[src/rtl/lut_ram_dma_pkg.sv]
// rtl/lut_ram_dma_pkg.sv - command and state types for the lut_ram block-transfer engine
package lut_ram_dma_pkg;
    typedef enum logic {
        OP_COPY = 1'b0,
        OP_FILL = 1'b1
    } dma_op_e;

    typedef enum logic [1:0] {
        IDLE = 2'd0,
        RUN  = 2'd1,
        DONE = 2'd2
    } dma_state_e;
endpackage

[src/rtl/riscv_32i_defs_pkg.sv]
// rtl/riscv_32i_defs_pkg.sv - shared RV32I core definitions used for datapath widths
package riscv_32i_defs_pkg;
    localparam int XLEN = 32;
endpackage

[src/rtl/lut_ram_dma_range_chk.sv]
// rtl/lut_ram_dma_range_chk.sv - combinational command classification for lut_ram_dma
// Ports:
//   op, src_addr, dst_addr, len : command fields as presented with start
//   range_err  : a copy source or destination window runs past the end of the RAM
//   zero_len   : nothing to transfer
//   descending : overlapping copy with dst above src, so it must run high-to-low
module lut_ram_dma_range_chk
    import lut_ram_dma_pkg::*;
#(
    parameter  int LUT_DEPTH = 256,
    localparam int ADDR_W    = $clog2(LUT_DEPTH),
    localparam int LEN_W     = ADDR_W + 1
) (
    input  logic              op,
    input  logic [ADDR_W-1:0] src_addr,
    input  logic [ADDR_W-1:0] dst_addr,
    input  logic [LEN_W-1:0]  len,
    output logic              range_err,
    output logic              zero_len,
    output logic              descending
);
    // One bit wider than len so base+len can never wrap.
    localparam logic [LEN_W:0] LIMIT = (LEN_W + 1)'(LUT_DEPTH);

    logic [LEN_W:0] src_end;
    logic [LEN_W:0] dst_end;
    logic           is_copy;

    assign is_copy    = (op == OP_COPY);
    assign src_end    = {2'b00, src_addr} + {1'b0, len};
    assign dst_end    = {2'b00, dst_addr} + {1'b0, len};
    assign range_err  = (dst_end > LIMIT) || (is_copy && (src_end > LIMIT));
    assign zero_len   = (len == '0);
    // A destination starting inside the source window would overwrite source
    // words before they are read if the copy ran upward.
    assign descending = is_copy && (src_addr < dst_addr) && ({2'b00, dst_addr} < src_end);
endmodule

[src/rtl/lut_ram_dma.sv]
// rtl/lut_ram_dma.sv - copy/fill block-transfer initiator driving a combinational-read lut_ram
// Ports:
//   clk, rst (sync, active-high)
//   start, op, src_addr, dst_addr, len, fill_data : command, sampled only in IDLE
//   busy  : transfer in progress; done/err : one-cycle completion pulses
//   mem_wr_en, mem_wr_addr, mem_rd_addr, mem_wr_data, mem_rd_data : RAM side
module lut_ram_dma
    import lut_ram_dma_pkg::*;
#(
    parameter  int LUT_WIDTH = riscv_32i_defs_pkg::XLEN,
    parameter  int LUT_DEPTH = 256,
    localparam int ADDR_W    = $clog2(LUT_DEPTH),
    localparam int LEN_W     = ADDR_W + 1
) (
    input  logic                 clk,
    input  logic                 rst,
    input  logic                 start,
    input  logic                 op,
    input  logic [ADDR_W-1:0]    src_addr,
    input  logic [ADDR_W-1:0]    dst_addr,
    input  logic [LEN_W-1:0]     len,
    input  logic [LUT_WIDTH-1:0] fill_data,
    output logic                 busy,
    output logic                 done,
    output logic                 err,
    output logic                 mem_wr_en,
    output logic [ADDR_W-1:0]    mem_wr_addr,
    output logic [ADDR_W-1:0]    mem_rd_addr,
    output logic [LUT_WIDTH-1:0] mem_wr_data,
    input  logic [LUT_WIDTH-1:0] mem_rd_data
);
    dma_state_e           state;
    dma_state_e           state_nxt;
    dma_op_e              op_q;
    logic [LUT_WIDTH-1:0] fill_q;
    logic [LEN_W-1:0]     remaining;
    logic [ADDR_W-1:0]    src_ptr;
    logic [ADDR_W-1:0]    dst_ptr;
    logic                 desc_q;
    logic                 err_q;

    logic                 range_err;
    logic                 zero_len;
    logic                 descending;
    logic [ADDR_W-1:0]    last_off;

    lut_ram_dma_range_chk #(
        .LUT_DEPTH (LUT_DEPTH)
    ) u_range_chk (
        .op         (op),
        .src_addr   (src_addr),
        .dst_addr   (dst_addr),
        .len        (len),
        .range_err  (range_err),
        .zero_len   (zero_len),
        .descending (descending)
    );

    // Offset of the last word; only meaningful when the command goes to RUN,
    // where len is 1..LUT_DEPTH and the result fits ADDR_W bits.
    assign last_off = ADDR_W'(len - LEN_W'(1));

    always_ff @(posedge clk) begin
        if (rst) begin
            state     <= IDLE;
            op_q      <= OP_COPY;
            fill_q    <= '0;
            remaining <= '0;
            src_ptr   <= '0;
            dst_ptr   <= '0;
            desc_q    <= 1'b0;
            err_q     <= 1'b0;
        end else begin
            state <= state_nxt;
            if (state == IDLE && start) begin
                op_q      <= dma_op_e'(op);
                fill_q    <= fill_data;
                remaining <= len;
                err_q     <= range_err;
                desc_q    <= descending;
                src_ptr   <= descending ? src_addr + last_off : src_addr;
                dst_ptr   <= descending ? dst_addr + last_off : dst_addr;
            end else if (state == RUN) begin
                remaining <= remaining - LEN_W'(1);
                src_ptr   <= desc_q ? src_ptr - ADDR_W'(1) : src_ptr + ADDR_W'(1);
                dst_ptr   <= desc_q ? dst_ptr - ADDR_W'(1) : dst_ptr + ADDR_W'(1);
            end
        end
    end

    always_comb begin
        state_nxt = state;
        case (state)
            IDLE: begin
                if (start) begin
                    state_nxt = (range_err || zero_len) ? DONE : RUN;
                end
            end
            RUN: begin
                if (remaining == LEN_W'(1)) begin
                    state_nxt = DONE;
                end
            end
            DONE:    state_nxt = IDLE;
            default: state_nxt = IDLE;
        endcase
    end

    // Outputs are forced low while rst is asserted so a reset landing mid-RUN
    // also blocks the write that would otherwise commit on that same edge.
    always_comb begin
        busy        = 1'b0;
        done        = 1'b0;
        err         = 1'b0;
        mem_wr_en   = 1'b0;
        mem_wr_addr = '0;
        mem_rd_addr = '0;
        mem_wr_data = '0;
        if (!rst) begin
            case (state)
                RUN: begin
                    busy        = 1'b1;
                    mem_wr_en   = 1'b1;
                    mem_wr_addr = dst_ptr;
                    mem_rd_addr = src_ptr;
                    mem_wr_data = (op_q == OP_FILL) ? fill_q : mem_rd_data;
                end
                DONE: begin
                    done = 1'b1;
                    err  = err_q;
                end
                default: ;
            endcase
        end
    end
endmodule

[config.mk]
export PLATFORM = sky130hd
export DESIGN_NAME = lut_ram_dma
export DESIGN_NICKNAME = d
export VERILOG_FILES = /design/src/rtl/lut_ram_dma_pkg.sv /design/src/rtl/riscv_32i_defs_pkg.sv /design/src/rtl/lut_ram_dma_range_chk.sv /design/src/rtl/lut_ram_dma.sv
export SDC_FILE = /design/constraint.sdc
export NUM_CORES = 1
export LEC_CHECK = 0
export BUFFER_PORTS_ARGS = -buffer_cell sky130_fd_sc_hd__buf_2
export CAP_MARGIN = 20
export CORE_MARGIN = 2
export CORE_UTILIZATION = 55
export CTS_BUF_LIST = sky130_fd_sc_hd__clkbuf_4
export DETAILED_ROUTE_END_ITERATION = 16
export GPL_TIMING_DRIVEN = 0
export MAX_ROUTING_LAYER = met4
export PLACE_DENSITY = 0.82
export SLEW_MARGIN = 20
export SYNTH_ARGS = -nofsm -noshare
export SYNTH_HDL_FRONTEND = slang
export SYNTH_HIERARCHICAL = 1
export SYNTH_SLANG_ARGS = --single-unit
[constraint.sdc]
create_clock -name clk -period 9.15 [get_ports clk]
set_clock_uncertainty 0.2 [all_clocks]
set_input_delay 0.4575 -clock clk [delete_from_list [all_inputs] [get_ports clk]]
set_output_delay 0.4575 -clock clk [all_outputs]
set_load 0.005 [all_outputs]
==> results of run 1 <==
cell type report:
| type | count | area, um^2 |
|---|---|---|
| Buffer | 39 | 158 |
| Clock buffer | 9 | 67.6 |
| Clock inverter | 7 | 98.8 |
| Fill cell | 915 | 3410 |
| Inverter | 36 | 135 |
| Multi-Input combinational cell | 621 | 4230 |
| Sequential cell | 62 | 1240 |
| Tap cell | 136 | 170 |
| Timing Repair Buffer | 144 | 721 |
cells by family after synthesis:
family | Yosys count
muxes | 45
AOI/OAI and AO/OA | 191
xor gates and xnor gates | 35
buffers and inverters | 75
adders and majority gates | 67
DFF | 62
and+or+nand+nor | 283
routing by layer:
metal / vias up / GRT usage, %
li1: 2990 / -
met1: 2765 / 40.1
met2: 256 / 48.0
met3: 40 / 5.89
met4: 0 / 10.7
met5: - / -
power breakdown:
group	internal, mW	switching (mW)	total (mW)
logic	0.179	0.250	0.429
clock network	0.111	0.110	0.221
registers	0.305	0.0312	0.336
total	0.596	0.391	0.987
worst max-delay path: cells and delay by family:
kind,cells,cell delay [ns]
muxes,1,0.39
buffers and inverters,5,1.48
AOI/OAI and AO/OA,6,1.29
adders and majority gates,3,0.80
and+or+nand+nor,2,0.48
per-stage QoR:
stage | cells | hold WS, ns | utilization [%]
floorplan | 758 | 0.232 | -
global placement | 1038 | 0.244 | 65.0
detailed placement | 1038 | 0.248 | 65.0
CTS | 1054 | 0.0497 | 66.7
global route | 1054 | 0.0328 | 66.7
finish | 1054 | 0.0572 | 66.7
registers in the layout (all words and copies together), names as in the netlist:
name       flops
desc_q         1
state          2
dst_ptr        8
remaining      9
fill_q        32
op_q           1
src_ptr        8
err_q          1
cells in the final DEF (no fill, tap or decap), types with 4 or more instances in the layout:
cell type    n
o21ai_0     30
clkbuf_1    29
nand2b_1    14
dfxtp_1     62
a31oi_1      5
nand2_1     99
o22ai_1      8
o21bai_1     5
a21o_1       8
nor3_1      13
xor2_1      10
or3_1        4
nand3_1     15
o21a_1       4
buf_2      150
nand3b_1     7
a211oi_1    10
nor4_1       7
ha_1        61
a21oi_1     76
o31ai_1      4
and2_1      14
mux2i_1     42
inv_1       36
xnor2_1     25
o211ai_1     4
fa_1         6
nor2_1      88
clkbuf_4     9
o221ai_1     5
nor2b_1      8
worst max-delay path by stage:
stage	end	from	cells after the start
global placement	dst_ptr[2]	len[0]	18
global route	dst_ptr[2]	src_addr[0]	18
finish	dst_ptr[3]	len[0]	17
floorplan	src_ptr[5]	src_addr[0]	17
CTS	dst_ptr[2]	len[0]	17
detailed placement	dst_ptr[2]	len[0]	17
==> impl_metrics.csv, run 1 <==
group,metric,value,unit
status,outcome,"finished clean",
final_layout,area_delta_synth_final,18.3,%
timing,slew_violations,0,
clock_tree,cts_setup_buffers,0,
timing,setup_tns,0,ns
timing,maxSlewHeadroom,44.7,%
detailed_routing,dr_wl_met3,1300,um
grt,grt_pass1_vias,5521,
clock_tree,clk_latency,0.42,ns
timing,rsz0062_at_grt,"no",
floorplanning,start_util,56.3,%
power,power,987,uW
clock_tree,post_cts_resized,0,
grt,grt_max_degree,17,
critical_path,worst_ep_required_time,9.24,ns
clock_tree,root_buffer,"clkbuf_4",
hold_path,hold_end,"fill_q[16]",
detailed_routing,viasPerCell,5.74,
logic_synthesis,synth-seq-cells,62,
floorplanning,pin_count,145,
critical_path,r2r_end,"src_ptr[7]",
critical_path,startpoint_type,"input port",
final_layout,finish.instance_area,0.00682,mm^2
critical_path,crit_chain,"buf_2 -> ha_1 -> inv_1 -> fa_1 -> nor2b_4 -> o31a_1 -> or4_1 -> o311ai_1 -> ha_1 -> o21a_1 -> a21o_1 -> a2111oi_4 -> clkbuf_1 -> clkbuf_1 -> clkbuf_1 -> mux2i_1 -> o221ai_1",
placement,io_buffers,144,
timing,worst_pin_slew,0.827,ns
detailed_routing,drc,0,
logic_synthesis,synth_nets,918,
clock_tree,cts.clk_slew.worst_paths,0.11,ns
clock_tree,clock-sinks,62,
placement,place_area,0.00665,mm^2
clock_tree,hold_buffers,0,
hold_path,hold_path_class,"in2reg",
final_layout,diodes,0,
detailed_routing,met1_length,7330,um
timing,setup_ws,4.34,ns
clock_tree,clockBufferDepth,2,
logic_synthesis,yosys_warnings,6,
logic_synthesis,muxShareOfSynthArea,7.88,%
floorplanning,die-area,0.0113,mm^2
floorplanning,fp.dieH,106,um
logic_synthesis,synth-compound-area-share,22.2,%
critical_path,cp.arrival,4.90,ns
timing,setup_viol,0,
floorplanning,die_x,106,um
clock_tree,htree_levels,3,
final_layout,final_layout_size_suffix_gt1_share,20.3,%
logic_synthesis,ys_seq_area_share,21.5,%
placement,place_ws,4.04,ns
detailed_routing,first_iter_violations,445,
critical_path,crit_slowest_cell,"clkbuf_1",
final_layout,layout.nets,1073,
logic_synthesis,synth_edf_count,0,
detailed_routing,wl_per_cell,16.0,um
critical_path,end_kind,"flop",
grt,grt-ovfl-total,0,
detailed_routing,dr.pass1.iters,5,
logic_synthesis,synth_simple_gate_area_share,22.6,%
critical_path,critPathMaxFanout,10,
critical_path,path_class,"in2reg",
logic_synthesis,synth_adder_area_share,15.3,%
timing,hold_viol_final,0,
hold_path,holdCritStartpoint,"fill_data[16]",
logic_synthesis,synth_most_common_cell,"nand2_1",
detailed_routing,num_vias,6051,
floorplanning,placementRows,37,
timing,max_freq,0.208,GHz
hold_path,hold_depth,3,
floorplanning,coreArea,0.0102,mm^2
grt,grt_pass1_wl,27200,um
detailed_routing,ant_nets,0,
detailed_routing,dr_wl_met2,7700,um
logic_synthesis,postSynthCellCount,758,
detailed_routing,wl,16800,um
logic_synthesis,syn_area_per_cell,7.60,um^2
logic_synthesis,netlist_area,0.00576,mm^2
logic_synthesis,synth_top_family_by_area,"simple AND/OR/NAND/NOR gates",
logic_synthesis,synth_commonest_cells,"nand2_1 (99), nor2_1 (88), a21oi_1 (76)",
timing,min_period,4.81,ns
logic_synthesis,async_flop_share,0,%
logic_synthesis,ys.flop_type,"dfxtp_1",
detailed_routing,top_layer,"met4",
critical_path,worstReg2RegStart,"desc_q",
logic_synthesis,synth_top_area_share,21.5,%
placement,hpwl,13100,um
clock_tree,numCtsBuffers,9,
logic_synthesis,yosysTopAreaCell,"dfxtp_1",
power,peakVddDrop,103,uV
critical_path,r2r_cells,7,
logic_synthesis,synth-xor-area-share,5.32,%
critical_path,cp_common_cell,"clkbuf_1",
flow_run,drv_cap,0,
logic_synthesis,yosys-top-cells-area,"dfxtp_1 (22%), ha_1 (13%), mux2i_1 (7.3%)",
clock_tree,tritoncts,"yes",
placement,gp_congestion,0.913,
grt,antenna_found_initial,0,
grt,grt.total_usage,30.8,%
timing,post-route-period-util,52.6,%
power,cellPowerDensity,145,mW/mm^2
logic_synthesis,synth_cell_types,66,
critical_path,max_stage_delay,0.46,ns
critical_path,reg2reg_slack,6.37,ns
power,leakage,3.09,nW
Note: power is estimated with default switching activity, not from simulation.
==> run 2, diff against run 1 <==
==> constraint.sdc (replaced) <==
create_clock -name clk -period 4.7 [get_ports clk]
set_clock_uncertainty 0.2 [all_clocks]
set_input_delay 0.235 -clock clk [delete_from_list [all_inputs] [get_ports clk]]
set_output_delay 0.235 -clock clk [all_outputs]
set_load 0.005 [all_outputs]
==> run 2 against run 1 <==
  * Worst hold slack lost 0.035 ns
  * Critical path type unchanged
  * Clock power is 95% higher
  * Non-clock buffer count up 33
==> impl_metrics.csv, run 2 (synthesis results as in run 1) <==
group,metric,value,unit
final_layout,layout_common_cells,"buf_2 (150), nand2_1 (99), nor2_1 (88), a21oi_1 (76), dfxtp_1 (62)",
timing,min_period,4.42,ns
power,peakVddDrop,198,uV
critical_path,cp.arrival,4.51,ns
final_layout,nFillCells,849,
critical_path,critPathMaxFanout,10,
critical_path,r2r_end,"src_ptr[7]",
critical_path,startpoint_type,"input port",
final_layout,multi_input_area,0.00423,mm^2
critical_path,critPathLaunch,"len[0]",
critical_path,crit_slowest_cell,"clkbuf_1",
critical_path,r2r_cells,7,
detailed_routing,dr.pass1.iters,6,
timing,hold_ws,0.0224,ns
clock_tree,clock-sinks,62,
grt,antenna_found_initial,0,
critical_path,worstSetupEndpoint,"dst_ptr[3]",
grt,grt_pass1_vias,5942,
floorplanning,fp.dieH,106,um
critical_path,path_class,"in2reg",
placement,dp.cells,1038,
clock_tree,clk_latency,0.42,ns
clock_tree,clockBufferDepth,2,
timing,setup_viol,0,
critical_path,critPathTopFamily,"buffers and inverters",
critical_path,worstReg2RegStart,"desc_q",
critical_path,max_stage_delay,0.42,ns
detailed_routing,drc,0,
timing,hold_viol_final,0,
grt,grt.total_usage,32.6,%
floorplanning,coreArea,0.0102,mm^2
timing,setup_tns,0,ns
final_layout,fin_cells,1087,
flow_run,drv_cap,0,
final_layout,layout.nets,1106,
clock_tree,cts.clk_slew.worst_paths,0.11,ns
final_layout,diodes,0,
final_layout,area_delta_synth_final,24.1,%
status,outcome,"finished clean",
placement,gp_congestion,0.913,
grt,grt_pass1_wl,28700,um
critical_path,worst-path-stages,17,
floorplanning,placementRows,37,
critical_path,worst_ep_required_time,4.79,ns
floorplanning,start_util,56.3,%
final_layout,layout_commonest_cell,"buf_2",
final_layout,final_layout_size_suffix_gt1_share,19.7,%
floorplanning,pin_count,145,
timing,worst_pin_slew,0.810,ns
floorplanning,die-area,0.0113,mm^2
critical_path,crit_chain,"buf_2 -> ha_1 -> inv_1 -> fa_1 -> nor2b_4 -> o31a_1 -> or4_1 -> o311ai_1 -> ha_1 -> o21a_1 -> a21o_1 -> a2111oi_4 -> clkbuf_1 -> clkbuf_1 -> clkbuf_2 -> mux2i_1 -> o221ai_1",
clock_tree,numCtsBuffers,9,
timing,rsz0062_at_grt,"no",
power,cellPowerDensity,273,mW/mm^2
detailed_routing,wl_per_cell,16.5,um
hold_path,hold_path_class,"in2reg",
critical_path,end_kind,"flop",
detailed_routing,num_vias,6247,
critical_path,reg2reg_slack,1.92,ns
detailed_routing,first_iter_violations,487,
final_layout,regMostFlops,"fill_q",
detailed_routing,wl,17900,um
clock_tree,htree_levels,3,
grt,grt_max_degree,17,
timing,maxSlewHeadroom,45.8,%
final_layout,regArea,0.00124,mm^2
clock_tree,tritoncts,"yes",
timing,post-route-period-util,94.1,%
critical_path,crit_buf_inv,5,
placement,io_buffers,144,
final_layout,largest_reg_flops,32,
placement,hpwl,13100,um
timing,max_freq,0.226,GHz
power,leakage,3.23,nW
floorplanning,die_x,106,um
clock_tree,root_buffer,"clkbuf_4",
detailed_routing,viasPerCell,5.75,
timing,slew_violations,0,
final_layout,reg.largest.list,"fill_q x32, remaining x9",
detailed_routing,ant_nets,0,
grt,grt-ovfl-total,0,
run 2: tightest hold or removal path: stages:
cell and delay, ns:
buf_2 0.17, o32ai_1 0.12, a21oi_1 0.08
run 2: what timing repair did:
item,in CTS,in global routing
resized for setup,0,2
hold buffers,33,0
endpoints found under the setup margin,0,7
setup buffers,0,0
endpoints found under the hold margin,33,0
run 2: layout make-up:
type | instances | area share, %
multi-input cells | 621 | 59.1
flip-flops and latches | 62 | 17.4
repair buffers | 177 | 14.7
well taps | 136 | 2.38
plain buffers | 39 | 2.22
inverters | 36 | 1.89
clock inverters | 7 | 1.38
clock buffers | 9 | 0.945
run 2: how the worst min path moves through the flow:
| stage | slack [ns] | from | endpoint | cells past startpoint |
|---|---|---|---|---|
| 2_1_floorplan | 0.17 | fill_data[0] | fill_q[0] | 2 |
| 3_3_place_gp | 0.24 | fill_q[14] | fill_q[14] | 2 |
| 3_5_place_dp | 0.25 | fill_q[14] | fill_q[14] | 2 |
| 4_1_cts | 0.005 | len[8] | remaining[8] | 3 |
| 5_1_grt | 0.02 | len[8] | remaining[8] | 3 |
| 6_report | 0.02 | len[8] | remaining[8] | 3 |
run 2: metrics by stage:
step	utilization [%]	cell area [um^2]	setup slack (ns)	power [mW]
after CTS	69.9	7150	0.248	1.93
final	69.9	7150	0.279	1.95
after floorplan	-	5760	0.614	1.24
after global placement	65.0	6650	-0.152	1.46
after global routing	69.9	7150	0.0424	2.08
after detailed placement	65.0	6650	-0.185	1.48
run 2: where the power goes:
part           internal, mW  switching [mW]
combinational         0.368           0.497
clock                 0.217           0.214
sequential            0.594          0.0617
run 2: routing by layer:
| layer | up-vias | track usage [%] | routed length, um |
|---|---|---|---|
| li1 | 3061 | - | - |
| met1 | 2876 | 40.7 | 7660 |
| met2 | 258 | 52.0 | 8360 |
| met3 | 52 | 6.32 | 1270 |
| met4 | 0 | 13.0 | 620 |
| met5 | - | - | 0 |
==> run 3, diff against run 2 <==
--- a/config.mk
+++ b/config.mk
@@ -8,12 +8,12 @@
 export BUFFER_PORTS_ARGS = -buffer_cell sky130_fd_sc_hd__buf_2
 export CAP_MARGIN = 20
 export CORE_MARGIN = 2
-export CORE_UTILIZATION = 55
+export CORE_UTILIZATION = 51
 export CTS_BUF_LIST = sky130_fd_sc_hd__clkbuf_4
 export DETAILED_ROUTE_END_ITERATION = 16
 export GPL_TIMING_DRIVEN = 0
 export MAX_ROUTING_LAYER = met4
-export PLACE_DENSITY = 0.82
+export PLACE_DENSITY = 0.8
 export SLEW_MARGIN = 20
 export SYNTH_ARGS = -nofsm -noshare
 export SYNTH_HDL_FRONTEND = slang
==> constraint.sdc (replaced) <==
create_clock -name clk -period 4.05 [get_ports clk]
set_clock_uncertainty 0.2 [all_clocks]
set_input_delay 0.2025 -clock clk [delete_from_list [all_inputs] [get_ports clk]]
set_output_delay 0.2025 -clock clk [all_outputs]
set_load 0.005 [all_outputs]
==> run 3 against run 2 <==
  * First-iteration DRC count fell by 15%
  * Sequential power increased by 16%
  * Count of clock-buffer cells in the layout is 1 higher
  * Register-to-register slack lost 0.67 ns
  * Total power is 17% higher
  * Critical path depth did not move
  * Highest routed layer unchanged
  * Design area increased by 1.1%
  * Worst hold slack improved by 0.031 ns
  * Flip-flop and latch count unchanged
  * Worst setup slack worse by 0.16 ns
  * Combinational power is 17% higher
==> impl_metrics.csv, run 3 (synthesis results as in run 1) <==
group,metric,value,unit
detailed_routing,wl,17800,um
critical_path,end_kind,"flop",
power,peakVddDrop,209,uV
detailed_routing,wl_per_cell,16.3,um
timing,hold_viol_final,0,
critical_path,startpoint_type,"input port",
timing,setup_ws,0.121,ns
critical_path,reg2reg_slack,1.25,ns
clock_tree,htree_levels,3,
power,cellPowerDensity,317,mW/mm^2
critical_path,worst_ep_required_time,4.16,ns
detailed_routing,num_vias,6294,
grt,grt_pass1_wl,27900,um
floorplanning,fp.dieH,110,um
critical_path,r2r_end,"src_ptr[7]",
placement,place_ws,-0.644,ns
power,switchingPower,904,uW
timing,slew_violations,0,
detailed_routing,drc,0,
floorplanning,coreArea,0.0109,mm^2
critical_path,critPathMaxFanout,10,
final_layout,layout_common_cells,"buf_2 (150), nand2_1 (99), nor2_1 (88), a21oi_1 (76), dfxtp_1 (62)",
power,power.internal,1.39,mW
grt,grt_pass1_vias,5784,
grt,antenna_found_initial,0,
power,swShare,39.5,%
power,combPwrFrac,44.3,%
final_layout,area_delta_synth_final,25.5,%
timing,min_period,3.93,ns
clock_tree,root_buffer,"clkbuf_4",
critical_path,r2r_cells,7,
final_layout,regArea,0.00124,mm^2
power,p_clk_share,22.4,%
final_layout,final_layout_size_suffix_gt1_share,20.0,%
clock_tree,tritoncts,"yes",
clock_tree,clk_latency,0.42,ns
final_layout,diodes,0,
timing,setup_viol,0,
detailed_routing,viasPerCell,5.75,
final_layout,finish.instance_area,0.00723,mm^2
final_layout,multi_input_area,0.00425,mm^2
detailed_routing,dr.pass1.iters,5,
placement,place_area,0.00666,mm^2
floorplanning,pin_count,145,
timing,worst_pin_slew,0.853,ns
grt,grt.total_usage,30.0,%
hold_path,holdCritStartpoint,"len[7]",
clock_tree,clock-sinks,62,
timing,max_freq,0.255,GHz
timing,post-route-period-util,97.0,%
final_layout,layout.nets,1110,
timing,maxSlewHeadroom,42.9,%
floorplanning,die_x,110,um
placement,hpwl,12900,um
hold_path,hold_path_class,"in2reg",
timing,setup_tns,0,ns
flow_run,drv_cap,0,
power,leakage,3.26,nW
floorplanning,placementRows,38,
clock_tree,numCtsBuffers,9,
final_layout,nFillCells,917,
floorplanning,start_util,52.7,%
critical_path,cp.arrival,4.04,ns
status,outcome,"finished clean",
grt,grt-ovfl-total,0,
placement,io_buffers,144,
critical_path,worstReg2RegStart,"desc_q",
power,p_seq_share,33.2,%
final_layout,layout_commonest_cell,"buf_2",
timing,hold_ws,0.0538,ns
final_layout,largest_reg_flops,32,
critical_path,path_class,"in2reg",
detailed_routing,ant_nets,0,
grt,grt_max_degree,17,
clock_tree,cts.clk_slew.worst_paths,0.11,ns
hold_path,hold_end,"remaining[7]",
final_layout,reg.largest.list,"fill_q x32, remaining x9",
clock_tree,clockBufferDepth,2,
hold_path,hold_depth,3,
floorplanning,die-area,0.0122,mm^2
placement,gp_congestion,0.921,
final_layout,regMostFlops,"fill_q",
detailed_routing,first_iter_violations,414,
[run 3: through the flow]
step	power [mW]	util, %	instances
final	2.29	66.1	1095
after floorplan	1.44	-	758
after global routing	2.45	66.1	1095
after detailed placement	1.71	60.9	1042
after global placement	1.69	60.9	1042
after CTS	2.25	65.9	1095
[run 3: how the worst max path moves through the flow]
| stage | cells after the start | to | startpoint | slack [ns] |
|---|---|---|---|---|
| 6_report | 17 | dst_ptr[2] | len[0] | 0.12 |
| 5_1_grt | 17 | dst_ptr[2] | len[0] | -0.03 |
| 4_1_cts | 18 | dst_ptr[4] | len[0] | 0.07 |
| 3_5_place_dp | 18 | dst_ptr[4] | len[0] | -0.64 |
| 3_3_place_gp | 18 | dst_ptr[4] | len[0] | -0.64 |
| 2_1_floorplan | 17 | src_ptr[5] | src_addr[0] | 0.12 |
[run 3: metal layers]
| metal | up-vias | global-route usage, % | routed length (um) |
|---|---|---|---|
| li1 | 3072 | - | - |
| met1 | 2923 | 38.5 | 7570 |
| met2 | 261 | 48.0 | 8490 |
| met3 | 38 | 6.29 | 1310 |
| met4 | 0 | 8.57 | 457 |
| met5 | - | - | 0 |
[run 3: timing repair]
action                     in CTS  in global routing
hold buffers                   37                  0
pin swaps                       0                  1
setup endpoints to repair      13                 14
resized for setup               2                 14
buffers inserted                0                  0
hold endpoints to repair       37                  0
[run 3: power by group through the flow]
stage                     sequential [mW]  combinational (mW)  clock (mW)
final                               0.761                1.01       0.514
after global routing                0.772                1.13       0.548
after CTS                           0.758               0.978       0.517
after detailed placement            0.772               0.942           0
after global placement              0.771               0.922           0
after floorplan                     0.749               0.691           0
[run 3: final cells by class]
cell class,count,area share [%]
buffer,39,2.39
clock buffer,10,1.04
multi-input combinational,621,58.7
tap,140,2.42
inverter,36,1.87
clock inverter,6,1.30
timing repair buffer,181,15.1
sequential,62,17.2
[run 3: critical path, cell delays in order]
cell and delay (ns):
buf_2 0.14, ha_1 0.21, inv_1 0.07, fa_2 0.25, nor2b_4 0.05, o31a_1 0.30
or4_1 0.44, o311ai_1 0.16, ha_1 0.33, o21a_1 0.19, a21o_1 0.21, a2111oi_4 0.37
buf_6 0.19, clkbuf_4 0.21, buf_4 0.21, o211ai_1 0.13, a311oi_1 0.37
